$ cat src/rtl/lsu_cache_adapter.sv
// ----------------------------------------------------------------------------
// lsu_cache_adapter
//
// Load/store adapter between the CPU memory stage and a word-only, write-through
// data cache. RV32I LB/LH/LW/LBU/LHU/SB/SH/SW are turned into single-cycle-pulsed,
// word-aligned cache transactions. Sub-word stores are done as read-modify-write
// and load data is sign/zero-extended. The pipeline is stalled until the access
// completes.
//
// Optional feature macro: LSU_MISALIGN_CHECK_EN
//   defined   : misaligned half/word accesses issue no cache request and finish
//               at once with done=1, misaligned=1, load_data=0.
//   undefined : misaligned is tied low; halfword ops use addr[1] only and word
//               ops ignore addr[1:0].
//
// Ports:
//   clk, rst              clock, asynchronous active-high reset
//   req_valid/we/funct3   memory-stage request (held stable while stall=1)
//   req_addr, req_w_data  byte address and store data (rs2)
//   stall                 combinational pipeline freeze
//   load_data, done       extended load result and one-cycle completion pulse
//   misaligned            misaligned-access flag, valid with done
//   c_valid, c_we         cache request pulse and write enable
//   c_addr, c_w_data      word-aligned cache address and full write word
//   c_r_data, c_ready     cache read data and one-cycle completion pulse
// ----------------------------------------------------------------------------
module lsu_cache_adapter #(
    parameter int unsigned ADDR_WIDTH = 32,
    parameter int unsigned DATA_WIDTH = 32
) (
    input  logic                  clk,
    input  logic                  rst,
    input  logic                  req_valid,
    input  logic                  req_we,
    input  logic [2:0]            req_funct3,
    input  logic [ADDR_WIDTH-1:0] req_addr,
    input  logic [DATA_WIDTH-1:0] req_w_data,
    output logic                  stall,
    output logic [DATA_WIDTH-1:0] load_data,
    output logic                  done,
    output logic                  misaligned,
    output logic                  c_valid,
    output logic                  c_we,
    output logic [ADDR_WIDTH-1:0] c_addr,
    output logic [DATA_WIDTH-1:0] c_w_data,
    input  logic [DATA_WIDTH-1:0] c_r_data,
    input  logic                  c_ready
);

    typedef enum logic [1:0] {
        StIdle   = 2'd0,
        StRdWait = 2'd1,
        StWrWait = 2'd2,
        StDone   = 2'd3
    } state_t;

    state_t                r_state,      w_state_d;
    logic [2:0]            r_funct3,     w_funct3_d;
    logic [1:0]            r_lane,       w_lane_d;
    logic [DATA_WIDTH-1:0] r_w_data,     w_w_data_d;
    logic                  r_rmw,        w_rmw_d;
    logic                  r_c_valid,    w_c_valid_d;
    logic                  r_c_we,       w_c_we_d;
    logic [ADDR_WIDTH-1:0] r_c_addr,     w_c_addr_d;
    logic [DATA_WIDTH-1:0] r_c_w_data,   w_c_w_data_d;
    logic [DATA_WIDTH-1:0] r_load_data,  w_load_data_d;
    logic                  r_done,       w_done_d;
    logic                  r_misaligned, w_misaligned_d;

    logic                  w_misalign;
    logic                  w_store_word;
    logic [7:0]            w_byte;
    logic [15:0]           w_half;
    logic [DATA_WIDTH-1:0] w_load_ext;
    logic [DATA_WIDTH-1:0] w_merge;

    // Alignment check on the incoming request (only consulted in StIdle).
`ifdef LSU_MISALIGN_CHECK_EN
    always_comb begin
        w_misalign = 1'b0;
        if (req_funct3[1:0] == 2'b01) begin
            w_misalign = req_addr[0];
        end else if (req_funct3[1]) begin
            // funct3[1:0] of 2 or 3 is a word access
            w_misalign = (req_addr[1:0] != 2'b00);
        end
    end
`else
    assign w_misalign = 1'b0;
`endif

    // Store funct3[1:0] of 2 or 3 is a full-word store; no read needed.
    assign w_store_word = req_we && req_funct3[1];

    // Load lane extraction and extension.
    always_comb begin
        w_byte = c_r_data[7:0];
        case (r_lane)
            2'd0: w_byte = c_r_data[7:0];
            2'd1: w_byte = c_r_data[15:8];
            2'd2: w_byte = c_r_data[23:16];
            2'd3: w_byte = c_r_data[31:24];
            default: w_byte = c_r_data[7:0];
        endcase
        w_half = r_lane[1] ? c_r_data[31:16] : c_r_data[15:0];

        case (r_funct3)
            3'b000:  w_load_ext = {{24{w_byte[7]}}, w_byte};
            3'b001:  w_load_ext = {{16{w_half[15]}}, w_half};
            3'b100:  w_load_ext = {24'd0, w_byte};
            3'b101:  w_load_ext = {16'd0, w_half};
            default: w_load_ext = c_r_data;
        endcase
    end

    // Sub-word store merge into the word just read.
    always_comb begin
        w_merge = c_r_data;
        case (r_funct3[1:0])
            2'b00: begin
                case (r_lane)
                    2'd0: w_merge[7:0]   = r_w_data[7:0];
                    2'd1: w_merge[15:8]  = r_w_data[7:0];
                    2'd2: w_merge[23:16] = r_w_data[7:0];
                    2'd3: w_merge[31:24] = r_w_data[7:0];
                    default: w_merge = c_r_data;
                endcase
            end
            2'b01: begin
                if (r_lane[1]) begin
                    w_merge[31:16] = r_w_data[15:0];
                end else begin
                    w_merge[15:0] = r_w_data[15:0];
                end
            end
            default: w_merge = r_w_data;
        endcase
    end

    // Next-state and registered-output logic.
    always_comb begin
        w_state_d      = r_state;
        w_funct3_d     = r_funct3;
        w_lane_d       = r_lane;
        w_w_data_d     = r_w_data;
        w_rmw_d        = r_rmw;
        w_c_valid_d    = 1'b0;  // c_valid is a strict one-cycle pulse
        w_c_we_d       = r_c_we;
        w_c_addr_d     = r_c_addr;
        w_c_w_data_d   = r_c_w_data;
        w_load_data_d  = r_load_data;
        w_done_d       = 1'b0;
        w_misaligned_d = 1'b0;

        case (r_state)
            StIdle: begin
                if (req_valid) begin
                    w_funct3_d = req_funct3;
                    w_lane_d   = req_addr[1:0];
                    w_w_data_d = req_w_data;
                    if (w_misalign) begin
                        w_state_d      = StDone;
                        w_done_d       = 1'b1;
                        w_misaligned_d = 1'b1;
                        w_load_data_d  = '0;
                    end else begin
                        w_c_valid_d = 1'b1;
                        w_c_addr_d  = {req_addr[ADDR_WIDTH-1:2], 2'b00};
                        if (w_store_word) begin
                            w_c_we_d     = 1'b1;
                            w_c_w_data_d = req_w_data;
                            w_rmw_d      = 1'b0;
                            w_state_d    = StWrWait;
                        end else begin
                            w_c_we_d  = 1'b0;
                            w_rmw_d   = req_we;
                            w_state_d = StRdWait;
                        end
                    end
                end
            end
            StRdWait: begin
                if (c_ready) begin
                    if (r_rmw) begin
                        w_c_w_data_d = w_merge;
                        w_c_we_d     = 1'b1;
                        w_c_valid_d  = 1'b1;
                        w_state_d    = StWrWait;
                    end else begin
                        w_load_data_d = w_load_ext;
                        w_done_d      = 1'b1;
                        w_state_d     = StDone;
                    end
                end
            end
            StWrWait: begin
                if (c_ready) begin
                    w_done_d  = 1'b1;
                    w_state_d = StDone;
                end
            end
            StDone: begin
                w_state_d = StIdle;
            end
            default: begin
                w_state_d = StIdle;
            end
        endcase
    end

    always_ff @(posedge clk or posedge rst) begin
        if (rst) begin
            r_state      <= StIdle;
            r_funct3     <= 3'd0;
            r_lane       <= 2'd0;
            r_w_data     <= '0;
            r_rmw        <= 1'b0;
            r_c_valid    <= 1'b0;
            r_c_we       <= 1'b0;
            r_c_addr     <= '0;
            r_c_w_data   <= '0;
            r_load_data  <= '0;
            r_done       <= 1'b0;
            r_misaligned <= 1'b0;
        end else begin
            r_state      <= w_state_d;
            r_funct3     <= w_funct3_d;
            r_lane       <= w_lane_d;
            r_w_data     <= w_w_data_d;
            r_rmw        <= w_rmw_d;
            r_c_valid    <= w_c_valid_d;
            r_c_we       <= w_c_we_d;
            r_c_addr     <= w_c_addr_d;
            r_c_w_data   <= w_c_w_data_d;
            r_load_data  <= w_load_data_d;
            r_done       <= w_done_d;
            r_misaligned <= w_misaligned_d;
        end
    end

    // The pipeline advances only in the StDone cycle.
    assign stall      = req_valid && (r_state != StDone);
    assign load_data  = r_load_data;
    assign done       = r_done;
    assign misaligned = r_misaligned;
    assign c_valid    = r_c_valid;
    assign c_we       = r_c_we;
    assign c_addr     = r_c_addr;
    assign c_w_data   = r_c_w_data;

endmodule

$ cat config.mk
export PLATFORM = sky130hd
export DESIGN_NAME = lsu_cache_adapter
export DESIGN_NICKNAME = d
export VERILOG_FILES = /design/src/rtl/lsu_cache_adapter.sv
export SDC_FILE = /design/constraint.sdc
export NUM_CORES = 1
export LEC_CHECK = 0
export CORE_UTILIZATION = 48
export CTS_CLUSTER_DIAMETER = 30
export DETAILED_ROUTE_END_ITERATION = 10
export GPL_TIMING_DRIVEN = 0
export PLACE_DENSITY = 0.81
export SYNTH_ARGS = -nofsm -noshare
export SYNTH_HDL_FRONTEND = slang
export SYNTH_SLANG_ARGS = --single-unit
export TNS_END_PERCENT = 5
$ cat constraint.sdc
create_clock -name clk -period 5.13 [get_ports clk]
set_clock_uncertainty 0.05 [all_clocks]
set_input_delay 1.026 -clock clk [delete_from_list [all_inputs] [get_ports clk]]
set_output_delay 1.026 -clock clk [all_outputs]
set_load 0.01 [all_outputs]
-- Yosys cells after proc, flatten, opt, wreduce, memory -nomap -nowiden
Index checks and enable logic that the tools add are counted.
- register bits: 137
- bits in latches: 0
- memory bits (writable): 0
- bits in read-only memories: 0
- bits of input ports: 104
- output and inout bits: 101
- word-level logic and storage cells: 75
- memories: 0
- add/sub/neg operators: 0
- multipliers: 0
- div/mod/pow operators: 0
- magnitude comparators: 0
- eq/ne operators: 16
- shifts and indexed selects: 0
- mux-type cells: 35
- bitwise operators: 1
- reductions and logical operators: 12
- operator list (operator ; count):
    32-bit two-way mux ; 4
    32-bit one-hot mux with 2 select lines ; 2
    32-bit one-hot mux with 4 select lines ; 1
    16-bit two-way mux ; 3
    8-bit two-way mux ; 4
    8-bit one-hot mux with 4 select lines ; 1
    1-bit two-way mux ; 12
    2-bit inequality test, second input constant ; 6
    2-bit equality test, second input constant ; 4
    2-bit two-way mux ; 4
    2-bit one-hot mux with 4 select lines ; 1
    2-bit by 1-bit equality test with 1-bit output, second input constant ; 3
    3-bit equality test, second input constant ; 2
    2-bit logical NOT ; 3
    1-bit one-hot mux with 2 select lines ; 3
    3-bit AND reduction ; 2
    5-bit AND reduction ; 1
    4-bit AND reduction ; 1
    3-bit by 1-bit equality test with 1-bit output, second input constant ; 1
    3-bit logical NOT ; 1
    1-bit logical AND ; 2
    2-bit AND reduction ; 1
    2-bit nonzero test ; 1
    1-bit inverter ; 1

-- Longest topological paths before layout
- depth after elaboration: 6
- mapped depth: 8
- depth with buffers taken out: 6

-- Worst setup path before layout
OpenSTA, ideal clock, no wires.
- path kind: input -> output
- start point: input req_valid
- end point: output stall
- arrival time: 1.223 ns
- required time: 4.054 ns
- slack: 2.831 ns
- cell stages on the path: 1
- buffers on the path: 0
- path through: nor2b_1
- longest elaborated chain between the ends: 1
- RTL lines (item ; line ; source):
    start, declared ; 33 ; input logic req_valid,
    1-bit logical AND ; 242 ; assign stall = req_valid && (r_state != StDone);
    end, declared ; 38 ; output logic stall,
Every way passes these cells.

-- Worst setup path in the final report
Ends and elaborated chain as after synthesis.

==> results.py <==
metrics = {
    "power": {
        "p_sw_share_pct": 38.41,
        "leakagePower_nw": 4.169,
        "vdd_drop_max_mv": 0.4350,
        "p_switching_mw": 2.474,
        "internal_power_mw": 3.966,
        "p_seq_share_pct": 30.7,
        "clockPowerShare_pct": 19.3,
        "power_per_cell_area_mw_per_mm2": 652.4,
        "p_comb_share_pct": 50.0,
    },
    "yosys": {
        "synth_xor_area_share_pct": 0,
        "syn_area_sq_mm": 0.006999,
        "synth_edf_count": 0,
        "ys_warn_count": 0,
        "synth_top_family_by_area": "compound AO/OA/AOI/OAI gates",
        "synthAdderAreaFrac_pct": 0.7151,
        "synth_compound_area_share_pct": 16.86,
        "synthArstFlopShare_pct": 100.0,
        "synth_area_per_cell_sq_um": 10.20,
        "yosysTopAreaCellShare_pct": 48.98,
        "synthSimpleGateAreaFrac_pct": 15.80,
        "ys.flop_type": "dfrtp_1",
        "synth.ff_latch_count": 137,
        "synthTopCellsByArea": "dfrtp_1, mux2_2, nand2_1",
        "synth_area_leader_cell": "dfrtp_1",
        "synth_seq_area_share_pct": 48.98,
        "ys_types": 56,
        "netlist_instances": 686,
        "muxShareOfSynthArea_pct": 12.48,
    },
    "cells_and_area": {
        "fin_area_sq_mm": 0.009871,
        "drive_above_1_share_pct": 18.02,
        "fin_util_pct": 70.29,
        "num-nets-final": 1017,
        "mostFrequentLayoutCell": "clkdlybuf4s50_1",
        "n_antenna_cell": 0,
        "area_growth_pct": 41.03,
        "final_cell_mix": "clkdlybuf4s50_1, dfrtp_1, nand2_1",
        "fillers": 1073,
    },
    "setup_path": {
        "start_kind": "input port",
        "worst_setup_path_end_kind": "primary output",
        "crit_fanout": 5,
        "cp.required_ps": 4050,
        "r2r_slack_ps": 2770,
        "cp.arrival_ps": 2280,
        "ff2ff_path_depth": 7,
        "rr_startpoint": "r_state[1]$_DFFE_PP0P_",
        "r2r-end": "load_data[14]$_DFFE_PP0P_",
        "setup.worst_path.class": "input port to primary output",
    },
    "cts": {
        "clock_path_buffers": 2,
        "cts_made_buffers": 17,
        "post_cts_buffers": 0,
        "clk_pin_slew_ps": 60,
        "h-tree-depth": 4,
        "cts_root_buffer": "clkbuf_16",
        "hold_buffers": 0,
        "clock_latency_ps": 420,
        "cts_tree": "done",
        "ctsResizeCount": 0,
        "clkSinkCount": 137,
    },
    "sta": {
        "tightest_slew_ps": 579.4,
        "fin_tns_setup_ps": 0,
        "finalSetupViolations": 0,
        "fin_crit_ps": 3352,
        "rsz0062_at_grt": "no",
        "period_share_pct": 65.35,
        "max_freq_mhz": 298.3,
        "slew_viol_final": 0,
        "hold_viol": 0,
        "max_slew_margin_pct": 60.88,
        "fin_ws_ps": 1778,
    },
    "route": {
        "remaining_drc_errors": 0,
        "first_iter_violations": 571,
        "wl_per_cell_microns": 20.08,
        "ant_nets": 0,
        "via_count": 6379,
        "viasPerCell": 5.794,
        "drt_pre_antenna_iters": 6,
        "wl_mm": 22.10,
    },
    "global_route": {
        "antenna_found_initial": 0,
        "grt_pass1_wl_mm": 34.16,
        "grtUsageMet1_pct": 38.62,
        "grt_use_met2_pct": 49.19,
        "first_global_vias": 6362,
        "grt_usage_pct": 30.61,
        "grt_busiest_layer": "met2",
        "grt_max_degree": 79,
        "grt-ovfl-total": 0,
        "met3_usage_pct": 10.22,
    },
    "place": {
        "portBuffers": 201,
        "dpl_worst_slack_ps": 1777,
        "dpl.hpwl_mm": 16.64,
        "placed_cell_area_sq_mm": 0.009276,
        "place_congestion": 0.9506,
    },
    "worst_hold_path": {
        "hp-start": "c_w_data[13]$_DFFE_PP0P_",
        "hold_class": "flop to flop",
        "hold_depth": 2,
        "min_to": "c_w_data[13]$_DFFE_PP0P_",
    },
    "floorplanning": {
        "chipHeight_microns": 122.8,
        "die_x_microns": 122.8,
        "pin_count": 205,
        "rows": 43,
        "initial_core_util_pct": 49.84,
        "core_area_sq_mm": 0.01404,
        "die-area_sq_mm": 0.01507,
    },
    "status": {
        "status": "finished clean",
    },
    "flow_run": {
        "cap_violations": 0,
    },
}
-- power groups by stage --
stage / registers, mW / clock network (mW) / logic (mW)
final: 1.97 / 1.25 / 3.22
after global routing: 2.04 / 1.30 / 3.49
after CTS: 1.97 / 1.26 / 3.21
after detailed placement: 1.98 / 0 / 3.18
after global placement: 1.96 / 0 / 3.12
after floorplan: 2.08 / 0 / 1.67
-- sequential cells by signal, indices dropped and copies added, names as in the netlist --
signal / cells
r_rmw: 1
load_data: 32
c_valid: 1
c_we: 1
r_lane: 2
done: 1
r_w_data: 32
c_addr: 30
c_w_data: 32
r_state: 2
r_funct3: 3
-- worst max-delay path by stage --
stage / slack, ps / to / cells after the start / start
floorplan: 390 / c_addr[10]$_DFFE_PP0P_ / 1 / rst
global route: 1700 / stall / 3 / req_valid
finish: 1780 / stall / 3 / req_valid
detailed placement: 1780 / stall / 3 / req_valid
CTS: 1770 / stall / 3 / req_valid
global placement: -1570 / c_w_data[16]$_DFFE_PP0P_ / 2 / rst
-- kinds of logic (layout without fill, tap and decap cells) --
logic type	count (synthesis)	after routing
other cells	1	3
mux	78	78
compound gates	170	170
simple gates	217	217
buf+inv	79	312
fa+ha+maj	4	4
flops	137	137
-- stage by stage --
stage,instances,hold WS [ps],power (mW)
finish,1101,435.2,6.440
global route,1101,455.5,6.826
CTS,1101,439.7,6.433
detailed placement,1070,426.7,5.157
global placement,1069,417.8,5.089
floorplan,688,420.1,3.744
-- Yosys cell counts (10+ instances only) --
library cell,count
o311ai_0,22
nand3_1,24
inv_1,23
dfrtp_1,137
clkbuf_1,23
nor2_1,29
nand3_2,10
a221oi_1,15
a31oi_1,10
nand2_1,85
buf_2,25
o21ai_0,32
mux2_2,74
o21ai_1,23
a21oi_1,18
nor3_1,15
nand2b_1,28
-- layer usage --
layer	up-vias	routed length (microns)
li1	2900	-
met1	3107	8751
met2	336	10550
met3	36	2255
met4	0	547
met5	-	0
-- worst max-delay path, stage by stage --
cell and delay [ps]:
clkdlybuf4s50_1 550, nor2b_1 160, clkdlybuf4s50_1 540
-- cell type report --
type / count / area [sq um] / share of cell area, %
Buffer: 56 / 271.5 / 2.751
Clock buffer: 19 / 442.9 / 4.487
Clock inverter: 12 / 151.4 / 1.534
Inverter: 23 / 91.34 / 0.9253
Multi-Input combinational cell: 472 / 3221 / 32.63
Sequential cell: 137 / 3428 / 34.73
Tap cell: 180 / 225.2 / 2.282
Timing Repair Buffer: 202 / 2039 / 20.66
(Power assumes the default switching activity.)
